===== config.mk =====
export PLATFORM = sky130hd
export DESIGN_NAME = window_actuator_ctrl
export DESIGN_NICKNAME = d
export VERILOG_FILES = /design/src/rtl/window_actuator_ctrl.sv
export SDC_FILE = /design/constraint.sdc
export NUM_CORES = 1
export LEC_CHECK = 0
export ABC_AREA = 1
export ABC_CLOCK_PERIOD_IN_PS = 5100
export BUFFER_PORTS_ARGS = -buffer_cell sky130_fd_sc_hd__buf_2
export CAP_MARGIN = 20
export CORE_MARGIN = 2
export CORE_UTILIZATION = 50
export CTS_CLUSTER_SIZE = 8
export DETAILED_ROUTE_END_ITERATION = 6
export PLACE_DENSITY_LB_ADDON = 0.15
export SLEW_MARGIN = 10
export SYNTH_ARGS = -nofsm -noshare
export SYNTH_HDL_FRONTEND = slang
export SYNTH_SLANG_ARGS = --single-unit

===== constraint.sdc =====
create_clock -name clk -period 5.1 [get_ports clk]
set_input_delay 0.765 -clock clk [delete_from_list [all_inputs] [get_ports clk]]
set_output_delay 0.765 -clock clk [all_outputs]
set_load 0.05 [all_outputs]

===== src/rtl/window_actuator_ctrl.sv =====
// Window motor controller: per-window OPEN/CLOSING/CLOSED/OPENING/FAULT FSMs sharing one motor driver.
// Optional macro OBSTRUCTION_REVERSE_EN enables reversal of a closing window on obstruction.
module window_actuator_ctrl #(
    parameter int NUM_WIN        = 8,
    parameter int TRAVEL_TIMEOUT = 1000
) (
    input  logic               clk,
    input  logic               rst_n,
    input  logic [NUM_WIN-1:0] window_close_cmd,
    input  logic [NUM_WIN-1:0] open_req,
    input  logic [NUM_WIN-1:0] limit_closed,
    input  logic [NUM_WIN-1:0] limit_open,
    input  logic [NUM_WIN-1:0] obstruction,
    input  logic [NUM_WIN-1:0] fault_clr,
    output logic [NUM_WIN-1:0] motor_close,
    output logic [NUM_WIN-1:0] motor_open,
    output logic [NUM_WIN-1:0] windowState,
    output logic [NUM_WIN-1:0] fault,
    output logic               busy
);

    localparam int PW = (NUM_WIN > 1) ? $clog2(NUM_WIN) : 1;
    localparam int CW = $clog2(TRAVEL_TIMEOUT + 1);

    typedef enum logic [2:0] {
        ST_OPEN,
        ST_CLOSING,
        ST_CLOSED,
        ST_OPENING,
        ST_FAULT
    } win_state_t;

    win_state_t         state_q [NUM_WIN];
    win_state_t         state_d [NUM_WIN];
    logic [PW-1:0]      ptr_q, ptr_d;
    logic [CW-1:0]      count_q, count_d;
    logic [NUM_WIN-1:0] is_closing, is_opening, req, reverse, lock;
    logic               pause, moving, grant_vld;
    logic [PW-1:0]      grant_idx, cand;

`ifdef OBSTRUCTION_REVERSE_EN
    logic               pause_q;
    logic [NUM_WIN-1:0] lock_q;

    // Reversal inserts one motor-off cycle; the lock holds off re-closing until the frame is clear.
    always_ff @(posedge clk or negedge rst_n) begin
        if (!rst_n) begin
            pause_q <= 1'b0;
            lock_q  <= '0;
        end else begin
            pause_q <= |reverse;
            lock_q  <= reverse | (lock_q & obstruction);
        end
    end

    assign pause   = pause_q;
    assign lock    = lock_q;
    assign reverse = is_closing & obstruction & ~limit_closed;
`else
    logic unused_obstruction;
    assign unused_obstruction = ^obstruction;
    assign pause   = 1'b0;
    assign lock    = '0;
    assign reverse = '0;
`endif

    always_ff @(posedge clk or negedge rst_n) begin
        if (!rst_n) begin
            for (int i = 0; i < NUM_WIN; i++) state_q[i] <= ST_OPEN;
            ptr_q   <= '0;
            count_q <= '0;
        end else begin
            for (int i = 0; i < NUM_WIN; i++) state_q[i] <= state_d[i];
            ptr_q   <= ptr_d;
            count_q <= count_d;
        end
    end

    // Requests and round-robin search; nothing is granted while any window is moving.
    always_comb begin
        for (int i = 0; i < NUM_WIN; i++) begin
            is_closing[i] = (state_q[i] == ST_CLOSING);
            is_opening[i] = (state_q[i] == ST_OPENING);
            req[i] = ((state_q[i] == ST_OPEN) && window_close_cmd[i] && !limit_closed[i] && !lock[i])
                  || ((state_q[i] == ST_CLOSED) && open_req[i] && !window_close_cmd[i]
                      && !(limit_open[i] && limit_closed[i]));
        end
        moving    = |(is_closing | is_opening);
        grant_vld = 1'b0;
        grant_idx = '0;
        cand      = '0;
        for (int k = 1; k <= NUM_WIN; k++) begin
            cand = PW'((int'(ptr_q) + k) % NUM_WIN);
            if (!moving && !grant_vld && req[cand]) begin
                grant_vld = 1'b1;
                grant_idx = cand;
            end
        end
        ptr_d = grant_vld ? grant_idx : ptr_q;
    end

    // Per-window next state; the timeout fires as the counter reaches the limit.
    always_comb begin
        for (int i = 0; i < NUM_WIN; i++) begin
            state_d[i] = state_q[i];
            if (limit_open[i] && limit_closed[i]) begin
                state_d[i] = ST_FAULT;
            end else begin
                case (state_q[i])
                    ST_OPEN: begin
                        if (limit_closed[i])
                            state_d[i] = ST_CLOSED;
                        else if (grant_vld && grant_idx == PW'(i))
                            state_d[i] = ST_CLOSING;
                    end
                    ST_CLOSED: begin
                        if (grant_vld && grant_idx == PW'(i))
                            state_d[i] = ST_OPENING;
                    end
                    ST_CLOSING: begin
                        if (limit_closed[i])
                            state_d[i] = ST_CLOSED;
                        else if (reverse[i])
                            state_d[i] = ST_OPENING;
                        else if (count_q == CW'(TRAVEL_TIMEOUT - 1))
                            state_d[i] = ST_FAULT;
                    end
                    ST_OPENING: begin
                        if (limit_open[i])
                            state_d[i] = ST_OPEN;
                        else if (!pause && count_q == CW'(TRAVEL_TIMEOUT - 1))
                            state_d[i] = ST_FAULT;
                    end
                    ST_FAULT: begin
                        if (fault_clr[i])
                            state_d[i] = ST_OPEN;
                    end
                    default: state_d[i] = ST_OPEN;
                endcase
            end
        end
    end

    always_comb begin
        count_d = count_q;
        if (grant_vld || (|reverse))
            count_d = '0;
        else if (moving && !pause && count_q != CW'(TRAVEL_TIMEOUT))
            count_d = count_q + CW'(1);
    end

    always_comb begin
        for (int i = 0; i < NUM_WIN; i++) begin
            motor_close[i] = is_closing[i];
            motor_open[i]  = is_opening[i] && !pause;
            windowState[i] = (state_q[i] != ST_CLOSED);
            fault[i]       = (state_q[i] == ST_FAULT);
        end
        busy = |(motor_close | motor_open);
    end

endmodule


==> metrics <==
status finished, final reports clean; Core Region 7180 um2; Post CTS Setup Buffer Count 0; drt total wl 9790 um; Final #Nets 692; GRT Util Overall 0.256; skew final 0.00698 ns; global-route wire length before repair 16100 um; area grow syn2layout 14.7%; routed wire length per instance 13.3 um; Final min period 3.51 ns; accumulated negative setup slack 0 ns; total number of vias 3972; Seq cells post-synth 37; CP Max Fanout 12; period utilization 0.689; RSZ-0062 raised after global routing false; initial antenna violation count 0; Pleak 2.17 nW; DP HPWL 7710 um; # DRC 0; drt first pass iters 5; synth warn 0; clock slew at reported path FFs 0.07 ns; Worst Path Arrival 3.70 ns; Die W 89.5 um; die footprint 8000 um2; IO Count 83; Hold Vio Cnt, Final 0; CTS root buffer clkbuf_8; CTS resizes 0; # clock sinks 37; total grt overflow 0; PortBufs 74; post-synth cell types 42; CTS tree yes; actual slew at the worst max-slew pin 0.877 ns; maximum clock insertion buffer count 2; Synth Cell Area 3650 um2; CP Class flip-flop to flip-flop; crit-path cells inv_1, ha_1, inv_1, nand3_2, nand3_2, nand2_4, a21oi_2, nor2_4, nand4_4, nor3_4, nand2_4, nand3_2, nor2_1, nand2_1, nand2_1, nand2_1, nor2_1; met2 wire length 4540 um; syn_area_per_cell 6.48 um2; H-tree Lvls 2; initial DRC count 309; vias in the first global route 3524; Worst EP required 5.28 ns; sequential area share after synthesis 0.254; number of flops mapped to enable cells by yosys 0; Antenna diodes 0; Rows 31; routability congestion estimate 0.973; Mapped Nets 617; Post-Layout Cell Count 738; Avg Vias per Cell 5.38; Die Y 89.5 um; cell count after synthesis 563; Initial Util 0.509; layout cells sized above 1 0.264; max_cap viols 0; largest net degree at the start of global routing 38; DP Cell Count 730; met3 WL 703 um; worst min path class flip-flop to flip-flop; nature of the critical path startpoint flip-flop; routed metal-1 wirelength 4430 um; worst skew pair latency 0.30 ns; endpoints failing setup 0; Synth Flop Type dfrtp_1; max-slew violation count 0; fin util 0.584; crit path capture type flip-flop; DR top layer met4; Slowest cell on crit path dfrtp_1; Pwr Density 718 nW/um2; asr flop ratio synth 1.00; number of routed nets with antenna violations 0; Peak VDD IR 298 uV; Peak Freq 0.285 GHz; worst rel slew slack 0.416; Num CTS Buffers 5; crit-path max cell delay 0.63 ns; hold-fix buffers at CTS 0
==> cells in the mapped netlist (all sizes together) (6+ instances only) <==
cell type	instances	area (um2)
nand2	119	514
inv	97	364
nor2	96	393
nand3	79	541
dfrtp	37	926
nor3	30	198
nand4	19	134
o21ai	19	95.1
a21oi	15	78.8
a211oi	9	67.6
clkinv	7	27.5
o311ai	7	61.3
buf	6	43.8
==> area by class of cell <==
class                           instances  area (um2)
Inverter                              104         392
Sequential cell                        37         926
Multi-Input combinational cell        415        2290
Clock buffer                            6        72.6
Tap cell                               99         124
Fill cell                             724        2990
Clock inverter                          2        10.0
Timing Repair Buffer                   75         378
==> routing by layer <==
| layer | up-vias | GRT usage |
|---|---|---|
| li1 | 1994 | - |
| met5 | - | 0 |
| met2 | 154 | 0.428 |
| met3 | 11 | 0.0369 |
| met4 | 0 | 0.0583 |
| met1 | 1813 | 0.349 |
==> report_power, final <==
part	internal [mW]	total, mW	switching [mW]
registers	0.369	0.491	0.122
clock network	0.0948	0.204	0.110
logic	0.683	2.31	1.63
total	1.15	3.01	1.86
==> worst paths after layout <==
kind	from	end	cells after the start	slack, ns
setup reg to reg	ptr_q[0]	count_q[6]	17	1.59
max in group asynchronous	rst_n	state_q[17]	1	3.96
min in group asynchronous	rst_n	state_q[9]	1	0.57
hold / removal	count_q[5]	count_q[5]	1	0.53
hold reg to reg	count_q[5]	count_q[5]	1	0.53
setup / recovery	ptr_q[0]	count_q[6]	17	1.59
==> critical path, delay by kind of cell (launching register included) <==
family          cells  cell delay [ns]
buf+inv             2             0.55
simple gates       13             1.57
fa+ha+maj           1             0.57
compound gates      1             0.08
flops               1             0.63
==> registers in the layout, indices dropped and copies added, names as in the netlist <==
name,count
state_q,24
count_q,10
ptr_q,3
==> cell families after synthesis <==
kind of cell | share of synthesized area
adder cells (fa/ha/maj) | 0.0137
AND/OR/NAND/NOR | 0.492
XOR/XNOR | 0.0141
buffers and inverters | 0.120
AO/OA/AOI/OAI | 0.106
flip-flops | 0.254
==> through the flow <==
step	hold WS (ns)	setup WS, ns	cell area, um2	total power [mW]
final	0.533	1.59	4190	3.01
after global routing	0.561	1.35	4190	3.29
after CTS	0.539	1.66	4190	2.99
after detailed placement	0.520	1.68	4110	2.77
after global placement	0.510	1.76	4110	2.74
after floorplan	0.469	2.59	3650	2.32
==> cells in the final DEF, fill, tap and decap left out, types with 4 or more instances in the layout <==
| cell type | Yosys | final |
|---|---|---|
| nand4_1 | 18 | 18 |
| nand2_1 | 98 | 98 |
| o311ai_0 | 7 | 7 |
| a211oi_1 | 9 | 9 |
| inv_1 | 76 | 76 |
| clkbuf_8 | 0 | 5 |
| nand2_2 | 18 | 18 |
| nand3_2 | 24 | 24 |
| buf_2 | 2 | 74 |
| ha_1 | 4 | 4 |
| a21oi_1 | 14 | 14 |
| nor3_2 | 5 | 5 |
| nor3_1 | 23 | 23 |
| dfrtp_1 | 37 | 37 |
| o21ai_0 | 17 | 17 |
| clkinv_1 | 6 | 6 |
| nor2_1 | 89 | 89 |
| inv_2 | 21 | 21 |
| nor2_2 | 4 | 4 |
| nand3_1 | 53 | 53 |
No activity file was read; power rests on OpenSTA's default activity.
